===== src/rtl/ascii_field_scanner.sv =====
// rtl/ascii_field_scanner.sv - ASCII numeric field scanner (bin/oct/dec/hex text to binary values)
//
// Purpose:
//   Consumes a byte-wide ASCII character stream and parses delimiter-separated
//   numeric fields. Each field produces one WIDTH-bit value on a valid/ready
//   output, tagged with overflow, error and end-of-line flags.
//
// Ports:
//   clk, rst        clock, asynchronous active-high reset
//   radix[1:0]      00=dec 01=bin 10=oct 11=hex, sampled at the first digit of a field
//   in_valid/in_ready/in_char   character input handshake
//   out_valid/out_ready         field output handshake
//   out_value       parsed value (low WIDTH bits)
//   out_overflow    significant bits were lost beyond WIDTH
//   out_error       field contained an illegal character (value forced to 0)
//   out_eol         field was terminated by LF
//   out_xzmask      (only with ASCII_FIELD_SCANNER_XZ_EN) bit positions given as x/z
//
// Optional feature macro: ASCII_FIELD_SCANNER_XZ_EN
//   When defined, x/X/z/Z are accepted as unknown digits and reported in out_xzmask.

module ascii_field_scanner #(
    parameter int WIDTH = 32
) (
    input  logic             clk,
    input  logic             rst,
    input  logic [1:0]       radix,
    input  logic             in_valid,
    output logic             in_ready,
    input  logic [7:0]       in_char,
    output logic             out_valid,
    input  logic             out_ready,
    output logic [WIDTH-1:0] out_value,
    output logic             out_overflow,
    output logic             out_error,
    output logic             out_eol
`ifdef ASCII_FIELD_SCANNER_XZ_EN
    ,
    output logic [WIDTH-1:0] out_xzmask
`endif
);

    localparam logic [1:0] RDX_DEC = 2'b00;
    localparam logic [1:0] RDX_BIN = 2'b01;
    localparam logic [1:0] RDX_OCT = 2'b10;
    localparam logic [1:0] RDX_HEX = 2'b11;

    // Accumulator arithmetic is done 4 bits wider so that anything shifted or
    // carried out of the WIDTH-bit result can be detected as overflow.
    localparam int WW = WIDTH + 4;

    typedef enum logic [1:0] {
        S_IDLE  = 2'b00,
        S_ACCUM = 2'b01,
        S_SKIP  = 2'b10,
        S_EMIT  = 2'b11
    } state_t;

    state_t state_q, state_d;

    logic [WIDTH-1:0] acc_q, acc_d;
    logic             ovf_q, ovf_d;
    logic [1:0]       radix_q, radix_d;
    logic [WIDTH-1:0] out_value_q, out_value_d;
    logic             out_ovf_q, out_ovf_d;
    logic             out_err_q, out_err_d;
    logic             out_eol_q, out_eol_d;

    // ------------------------------------------------------------------
    // Character classification
    // ------------------------------------------------------------------
    logic       is_lf;
    logic       is_delim;
    logic       is_us;
    logic       is_dec;
    logic       is_hex;
    logic       is_xz;
    logic [3:0] dig_val;

    always_comb begin
        is_lf    = (in_char == 8'h0A);
        is_delim = (in_char == 8'h20) || (in_char == 8'h09) || (in_char == 8'h2C) ||
                   is_lf || (in_char == 8'h0D);
        is_us    = (in_char == 8'h5F);
        is_dec   = 1'b0;
        is_hex   = 1'b0;
        dig_val  = 4'd0;
        if ((in_char >= 8'h30) && (in_char <= 8'h39)) begin
            is_dec  = 1'b1;
            is_hex  = 1'b1;
            dig_val = in_char[3:0];
        end else if (((in_char >= 8'h61) && (in_char <= 8'h66)) ||
                     ((in_char >= 8'h41) && (in_char <= 8'h46))) begin
            // 'a'/'A' have low nibble 1, so +9 maps them onto 10..15.
            is_hex  = 1'b1;
            dig_val = in_char[3:0] + 4'd9;
        end
    end

`ifdef ASCII_FIELD_SCANNER_XZ_EN
    assign is_xz = (in_char == 8'h78) || (in_char == 8'h58) ||
                   (in_char == 8'h7A) || (in_char == 8'h5A);
`else
    assign is_xz = 1'b0;
`endif

    // A field set up by a sole decimal x/z digit accepts nothing but a delimiter.
    logic xz_sole;

    // The radix input is only consulted for the first digit; afterwards the
    // latched copy decides legality and arithmetic.
    logic [1:0] cur_radix;
    logic       dig_legal;

    assign cur_radix = (state_q == S_IDLE) ? radix : radix_q;

    always_comb begin
        dig_legal = 1'b0;
        case (cur_radix)
            RDX_DEC: dig_legal = is_dec || (is_xz && (state_q == S_IDLE));
            RDX_BIN: dig_legal = (is_dec && (dig_val <= 4'd1)) || is_xz;
            RDX_OCT: dig_legal = (is_dec && (dig_val <= 4'd7)) || is_xz;
            default: dig_legal = is_hex || is_xz;
        endcase
    end

    // ------------------------------------------------------------------
    // Event decode: what the accepted character does this cycle
    // ------------------------------------------------------------------
    logic take;
    logic start_field;
    logic start_err;
    logic add_digit;
    logic ignore_us;
    logic accum_err;
    logic emit_acc;
    logic emit_err;
    logic handshake;

    assign take        = in_valid && in_ready;
    assign start_field = take && (state_q == S_IDLE) && !is_delim && dig_legal;
    assign start_err   = take && (state_q == S_IDLE) && !is_delim && !dig_legal;
    assign add_digit   = take && (state_q == S_ACCUM) && !is_delim && dig_legal && !xz_sole;
    assign ignore_us   = take && (state_q == S_ACCUM) && is_us && !xz_sole;
    assign accum_err   = take && (state_q == S_ACCUM) && !is_delim && !add_digit && !ignore_us;
    assign emit_acc    = take && (state_q == S_ACCUM) && is_delim;
    assign emit_err    = take && (state_q == S_SKIP) && is_delim;
    assign handshake   = (state_q == S_EMIT) && out_ready;

    // ------------------------------------------------------------------
    // Accumulator arithmetic
    // ------------------------------------------------------------------
    logic [WW-1:0] acc_ext;
    logic [WW-1:0] acc_prod;
    logic [WW-1:0] acc_wide;
    logic          acc_carry;

    always_comb begin
        acc_ext = {4'b0000, acc_q};
        case (radix_q)
            RDX_BIN: acc_prod = acc_ext << 1;
            RDX_OCT: acc_prod = acc_ext << 3;
            RDX_HEX: acc_prod = acc_ext << 4;
            default: acc_prod = (acc_ext << 3) + (acc_ext << 1);
        endcase
        acc_wide  = acc_prod + {{WIDTH{1'b0}}, dig_val};
        acc_carry = |acc_wide[WW-1:WIDTH];
    end

    // ------------------------------------------------------------------
    // FSM: state register
    // ------------------------------------------------------------------
    always_ff @(posedge clk or posedge rst) begin
        if (rst) begin
            state_q <= S_IDLE;
        end else begin
            state_q <= state_d;
        end
    end

    // ------------------------------------------------------------------
    // FSM: next state
    // ------------------------------------------------------------------
    always_comb begin
        state_d = state_q;
        case (state_q)
            S_IDLE: begin
                if (start_field) begin
                    state_d = S_ACCUM;
                end else if (start_err) begin
                    state_d = S_SKIP;
                end
            end
            S_ACCUM: begin
                if (emit_acc) begin
                    state_d = S_EMIT;
                end else if (accum_err) begin
                    state_d = S_SKIP;
                end
            end
            S_SKIP: begin
                if (emit_err) begin
                    state_d = S_EMIT;
                end
            end
            default: begin
                if (handshake) begin
                    state_d = S_IDLE;
                end
            end
        endcase
    end

    // ------------------------------------------------------------------
    // FSM: outputs
    // ------------------------------------------------------------------
    always_comb begin
        in_ready  = !rst && (state_q != S_EMIT);
        out_valid = (state_q == S_EMIT);
    end

    assign out_value    = out_value_q;
    assign out_overflow = out_ovf_q;
    assign out_error    = out_err_q;
    assign out_eol      = out_eol_q;

    // ------------------------------------------------------------------
    // Datapath next values
    // ------------------------------------------------------------------
    always_comb begin
        acc_d       = acc_q;
        ovf_d       = ovf_q;
        radix_d     = radix_q;
        out_value_d = out_value_q;
        out_ovf_d   = out_ovf_q;
        out_err_d   = out_err_q;
        out_eol_d   = out_eol_q;

        if (start_field) begin
            acc_d   = WIDTH'(dig_val);
            ovf_d   = 1'b0;
            radix_d = radix;
        end

        if (add_digit) begin
            acc_d = acc_wide[WIDTH-1:0];
            ovf_d = ovf_q || acc_carry;
        end

        if (emit_acc) begin
            out_value_d = acc_q;
            out_ovf_d   = ovf_q;
            out_err_d   = 1'b0;
            out_eol_d   = is_lf;
        end

        if (emit_err) begin
            out_value_d = '0;
            out_ovf_d   = 1'b0;
            out_err_d   = 1'b1;
            out_eol_d   = is_lf;
        end
    end

    always_ff @(posedge clk or posedge rst) begin
        if (rst) begin
            acc_q       <= '0;
            ovf_q       <= 1'b0;
            radix_q     <= RDX_DEC;
            out_value_q <= '0;
            out_ovf_q   <= 1'b0;
            out_err_q   <= 1'b0;
            out_eol_q   <= 1'b0;
        end else begin
            acc_q       <= acc_d;
            ovf_q       <= ovf_d;
            radix_q     <= radix_d;
            out_value_q <= out_value_d;
            out_ovf_q   <= out_ovf_d;
            out_err_q   <= out_err_d;
            out_eol_q   <= out_eol_d;
        end
    end

    // ------------------------------------------------------------------
    // Unknown-digit mask
    // ------------------------------------------------------------------
`ifdef ASCII_FIELD_SCANNER_XZ_EN
    logic [WIDTH-1:0] mask_q, mask_d;
    logic [WIDTH-1:0] out_mask_q, out_mask_d;
    logic             xz_sole_q, xz_sole_d;
    logic [WIDTH-1:0] dig_mask;
    logic [WIDTH-1:0] mask_shifted;

    assign xz_sole = xz_sole_q;

    // Bits covered by one digit; a decimal x/z stands for the whole value.
    always_comb begin
        case (cur_radix)
            RDX_BIN: dig_mask = WIDTH'(1);
            RDX_OCT: dig_mask = WIDTH'(7);
            RDX_HEX: dig_mask = WIDTH'(15);
            default: dig_mask = '1;
        endcase
    end

    // The mask moves with the accumulator; decimal fields never shift it
    // because an x/z there is only legal as the sole digit.
    always_comb begin
        case (radix_q)
            RDX_BIN: mask_shifted = mask_q << 1;
            RDX_OCT: mask_shifted = mask_q << 3;
            RDX_HEX: mask_shifted = mask_q << 4;
            default: mask_shifted = mask_q;
        endcase
    end

    always_comb begin
        mask_d     = mask_q;
        out_mask_d = out_mask_q;
        xz_sole_d  = xz_sole_q;

        if (start_field) begin
            mask_d    = is_xz ? dig_mask : '0;
            xz_sole_d = is_xz && (radix == RDX_DEC);
        end
        if (start_err || accum_err) begin
            mask_d    = '0;
            xz_sole_d = 1'b0;
        end
        if (add_digit) begin
            mask_d = mask_shifted | (is_xz ? dig_mask : '0);
        end
        if (emit_acc) begin
            out_mask_d = mask_q;
        end
        if (emit_err) begin
            out_mask_d = '0;
        end
    end

    always_ff @(posedge clk or posedge rst) begin
        if (rst) begin
            mask_q     <= '0;
            out_mask_q <= '0;
            xz_sole_q  <= 1'b0;
        end else begin
            mask_q     <= mask_d;
            out_mask_q <= out_mask_d;
            xz_sole_q  <= xz_sole_d;
        end
    end

    assign out_xzmask = out_mask_q;
`else
    assign xz_sole = 1'b0;
`endif

endmodule


===== config.mk =====
export PLATFORM = sky130hd
export DESIGN_NAME = ascii_field_scanner
export DESIGN_NICKNAME = d
export VERILOG_FILES = /design/src/rtl/ascii_field_scanner.sv
export SDC_FILE = /design/constraint.sdc
export NUM_CORES = 1
export LEC_CHECK = 0
export CORE_AREA = 10 10 115 117
export DETAILED_ROUTE_END_ITERATION = 7
export DIE_AREA = 0 0 125 127
export DONT_BUFFER_PORTS = 1
export PLACE_DENSITY = 0.76
export SLEW_MARGIN = 10
export SYNTH_ARGS = -nofsm -noshare
export SYNTH_HDL_FRONTEND = slang
export SYNTH_SLANG_ARGS = --single-unit

===== constraint.sdc =====
create_clock -name clk -period 9.6 [get_ports clk]
set_input_delay 0.96 -clock clk [delete_from_list [all_inputs] [get_ports clk]]
set_output_delay 0.96 -clock clk [all_outputs]
set_load 0.05 [all_outputs]

## Yosys cells after proc, flatten, opt, wreduce, memory -nomap -nowiden

Index checks and enable logic that the tools add are counted.

| storage, ports and cells | value |
|---|---|
| flip-flop bits (word level) | 72 |
| input bits | 14 |
| output and inout bits | 37 |

| operators by class | value |
|---|---|
| add/sub/neg operators | 3 |
| magnitude comparators | 8 |
| eq/ne operators | 18 |
| muxes and demuxes | 27 |
| reductions and logical operators | 39 |

Operators with widths:

| cell | count |
|---|---|
| 32-bit 2-to-1 mux | 4 |
| 36-bit one-hot mux with 3 select lines | 1 |
| 35-bit by 33-bit adder with 36-bit output | 1 |
| 36-bit by 4-bit adder with 36-bit output | 1 |
| 8-bit by 4-bit == test with 1-bit output (second input constant) | 3 |
| 1-bit logical AND | 21 |
| 8-bit by 6-bit == test with 1-bit output (second input constant) | 2 |
| 8-bit by 7-bit >= comparator with 1-bit output (second input constant) | 2 |
| 8-bit by 7-bit <= comparator with 1-bit output (second input constant) | 2 |
| 2-bit 2-to-1 mux | 7 |
| 1-bit 2-to-1 mux | 11 |
| 2-bit == test (second input constant) | 5 |
| 8-bit by 7-bit == test with 1-bit output (second input constant) | 1 |
| 8-bit by 6-bit >= comparator with 1-bit output (second input constant) | 1 |
| 8-bit by 6-bit <= comparator with 1-bit output (second input constant) | 1 |
| 4-bit 2-to-1 mux | 2 |
| 2-bit by 1-bit == test with 1-bit output (second input constant) | 3 |
| 1-bit logical OR | 6 |
| 3-bit inequality test (second input constant) | 2 |
| 2-bit one-hot mux with 3 select lines | 1 |
| 1-bit zero test | 5 |
| 4-bit adder (second input constant) | 1 |
| 4-bit by 1-bit <= comparator with 1-bit output (second input constant) | 1 |
| 4-bit by 3-bit <= comparator with 1-bit output (second input constant) | 1 |
| other kinds (7) | 10 |

## Depth between registers and ports, before layout

| logic depth | value |
|---|---|
| depth after elaboration | 15 |
| mapped depth | 20 |
| gate-level depth less buffers | 18 |

## Worst setup path after synthesis

OpenSTA, ideal clock, no wires.

| path | value |
|---|---|
| path kind | input -> register |
| start | input in_char[3] |
| end | register acc_q[29] |
| library setup time | 130 ps |
| arrival time | 4678 ps |
| data required time | 9470 ps |
| path slack | 4792 ps |
| cell stages on the path | 16 |
| buffers on the path | 0 |
| cells stage by stage | or4b_1 a311oi_2 a21oi_1 mux2i_1 inv_1 fa_1 nor2b_1 o21ai_1 nand2b_1 nor4_1 nand3b_1 or4_4 nor3_2 nor3b_2 xor2_1 o21ai_1 |

| on the way | value |
|---|---|
| cells in the longest elaborated chain, start to end | 10 |
| elaborated cells between the ends (all ways) | 38 |
| classes of those cells | add/sub: 2; order compare: 8; eq/ne: 5; mux: 7; reduce/logical: 16 |

RTL lines:

| item | RTL line | source |
|---|---|---|
| start: declaration | 30 | `input logic [7:0] in_char,` |
| parallel branches: the longest is 10 deep, another holds 36-bit by 4-bit adder with 36-bit output | n/a |  |
| end signal: assignment | 267 | `acc_q <= '0;` |
| end signal: assignment | 275 | `acc_q <= acc_d;` |
| end: declaration | 61 | `logic [WIDTH-1:0] acc_q, acc_d;` |

Several ways; the timed one is not identified.
A chain may end at the register's enable or synchronous reset.

## Worst setup path in the final report

Same ends and word-level chain as after synthesis.

==> metrics <==
Cell Area, Synth 0.00701 mm2; register area share after synthesis about 26%; Core ar. approximately 0.011 mm2; total global-route track usage 25.7%; Post-DRT Antenna Nets 0; Die ar. between 0.015 and 0.02 mm2; dpl cell area between 0.006 and 0.007 mm2; Pins Over Slew Limit 0; CTS hold repair buffers 0; DP Worst Slack 4.29 ns; peak fanout along the critical path 7; setup_tns 0 ns; post-synth cell types 89; Clock Path Buffers 2; Max IR drop VDD between 0.0001 and 0.00015 V; worst-skew pair later-pin latency 0.33 ns; # fillers 982; Synth Instances 901; LEAKAGE 2.86 nW; min cycle time layout 5.02 ns; routed wire length 21100 um; Sink Count 72; share of cells above drive strength 1 7.71%; Primary FF master, synth dfrtp_1; normalized max-slew margin 24.5%; DRT iter0 DRCs about 700; run status completed; vias in the first global route about 6500; worst path cell trace or4b_1 -> a311oi_2 -> a21oi_1 -> mux2i_1 -> inv_1 -> fa_1 -> nor2b_1 -> o21ai_1 -> nand2b_1 -> nor4_1 -> nand3b_1 -> or4_4 -> nor3_2 -> nor3b_2 -> xor2_1 -> o21ai_1; Worst setup SP type input pin; nets 926; post-CTS setup buffers 0; DP HPWL 15600 um; Max Fclk approximately 0.20 GHz; total power 0.000898 W; max incr delay on CP 0.56 ns; Die W ~130 um; initial core utilization 63.0%; Synth Register Bits between 70 and 80; Final WS setup 4.58 ns; Die Y approximately 130 um; I/O pin cnt 51; worst setup path class input pin to flip-flop; initial antenna violation count 0; clock-pin slew on the worst setup and hold paths roughly 0.060 ns; Hold Vio Cnt, Final 0; ant diodes 0; via count 6868; Final period util 52.3%; final setup fails 0; most used cell, CP o21ai_1; routed len/inst 20.9 um; first-pass GRT wire length approximately 34000 um; max cap viols 0; CTS tree yes; EDFF count, synth 0; RSZ-0062 raised after global routing false; Syn Area/Cell between 7 and 8 um2; drc violations 0; total CTS buffers 9; Critical Path Sink Type flip-flop; Syn Nets around 960; CTS H-tree depth 3; dpl cells 998; total gr overflow 0; cts repair resizes 0; first-pass detailed-route iteration total 6; data arrival time of the worst path 5.20 ns; HP Class flip-flop to flip-flop; post-route cell area 0.00724 mm2; Synth-to-Final Area Change 3.38%; Cell Count, Final, Fillers Out 1012; Worst path slowest cell or4b_1; Fin Clk Skew 0.00547 ns; worst slew pin tran 1.13 ns; GPL Wtd Cong 0.915; PortBufs 0; post-DR vias/cell 6.79; ys async rst share 100%; PwrDens 124 mW/mm2; largest net degree at the start of global routing 73; CP required 9.78 ns; row cnt 39; Root Driver clkbuf_16; Syn. warnings 0
area by class of cell:
| cell class | count | area [um2] | share of cell area (%) |
|---|---|---|---|
| Clock buffer | 10 | 239 | 3.30 |
| Timing Repair Buffer | 7 | 52.6 | 0.726 |
| Clock inverter | 4 | 70.1 | 0.968 |
| Sequential cell | 72 | 1800 | 24.9 |
| Inverter | 27 | 101 | 1.40 |
| Multi-Input combinational cell | 749 | 4800 | 66.2 |
| Tap cell | 143 | 179 | 2.47 |
routing by layer:
layer | vias to the layer above | wire length, um | global-route usage, %
li1 | 3192 | - | -
met1 | 3320 | 8760 | 32.8
met2 | 312 | 9860 | 42.6
met3 | 44 | 2040 | 4.92
met4 | 0 | 460 | 8.88
met5 | - | 0 | 0
critical path, delay by kind of cell:
kind / cells / cell delay, ns
buf+inv: 1 / 0.12
simple gates: 8 / 2.49
compound gates: 4 / 0.66
mux: 1 / 0.32
xor+xnor: 1 / 0.17
fa+ha+maj: 1 / 0.47
final timing paths:
kind | startpoint | endpoint | slack (ns) | depth (start not counted)
setup / recovery | in_char[3] | acc_q[29] | 4.58 | 16
hold / removal | state_q[0] | state_q[0] | 0.58 | 1
setup reg to reg | acc_q[2] | acc_q[29] | 5.18 | 13
hold reg to reg | state_q[0] | state_q[0] | 0.58 | 1
max in group asynchronous | rst | radix_q[1] | 8.18 | 2
min in group asynchronous | rst | out_eol | 0.78 | 2
report_power, final:
group          switching, W  internal [W]
combinational      0.000144     0.0000767
sequential        0.0000135      0.000311
clock              0.000122      0.000231
total              0.000279      0.000619
cells in the final DEF, fill, tap and decap left out, types with 15 or more instances in the layout:
cell type / n
nand3_1: 20
mux2i_1: 23
inv_1: 26
xnor2_1: 17
nor2_1: 52
xor2_1: 24
nor3_1: 15
a21oi_1: 118
ha_1: 44
o21ai_0: 62
dfrtp_1: 71
nand2_1: 163
flip-flops by register name, indices dropped and copies added, names as in the netlist:
signal and flops:
acc_q 32, out_value 32, radix_q 2, state_q 2, out_eol 1, out_error 1
out_overflow 1, ovf_q 1
cells in the mapped netlist, drive strengths merged, types with 4 or more instances:
| master | number | area, um2 |
|---|---|---|
| buf | 18 | 116 |
| nor3 | 16 | 85.1 |
| nor4 | 8 | 68.8 |
| mux2i | 23 | 230 |
| nand2 | 163 | 612 |
| nor2b | 7 | 43.8 |
| nand2b | 6 | 37.5 |
| o21a | 7 | 53.8 |
| mux4 | 5 | 113 |
| dfrtp | 72 | 1800 |
| a21o | 13 | 98.9 |
| nand3 | 20 | 100 |
| a21boi | 4 | 33.8 |
| mux2 | 7 | 78.8 |
| clkbuf | 35 | 193 |
| a221oi | 5 | 50.0 |
| o211ai | 8 | 70.1 |
| a21oi | 119 | 599 |
| xnor2 | 17 | 149 |
| or4 | 4 | 37.5 |
| a31oi | 8 | 50.1 |
| a211oi | 6 | 65.1 |
| inv | 27 | 101 |
| o21ai | 76 | 384 |
| o21bai | 9 | 67.6 |
| or3 | 8 | 61.3 |
| and2 | 11 | 68.8 |
| ha | 44 | 551 |
| xor2 | 24 | 210 |
| nand3b | 6 | 45.0 |
| nand4 | 14 | 87.6 |
| nor2 | 52 | 195 |
| nor3b | 4 | 35.0 |
stage by stage:
step / util (%) / hold slack, ns
final: 65.1 / 0.585
after global routing: 65.1 / 0.591
after CTS: 65.1 / 0.576
after detailed placement: 62.3 / 0.564
after global placement: 62.3 / 0.536
after floorplan: - / 0.510
cells by family (layout without fill, tap and decap cells):
| group | count (synthesis) | count (layout) | share of synthesized area (%) |
|---|---|---|---|
| compound gates | 291 | 291 | 25.7 |
| fa+ha+maj | 46 | 46 | 8.43 |
| mux | 35 | 35 | 6.02 |
| simple gates | 336 | 336 | 23.2 |
| buf+inv | 80 | 48 | 5.86 |
| xor+xnor | 41 | 41 | 5.13 |
| flops | 72 | 72 | 25.7 |
Note: power is estimated with default switching activity, not from simulation.
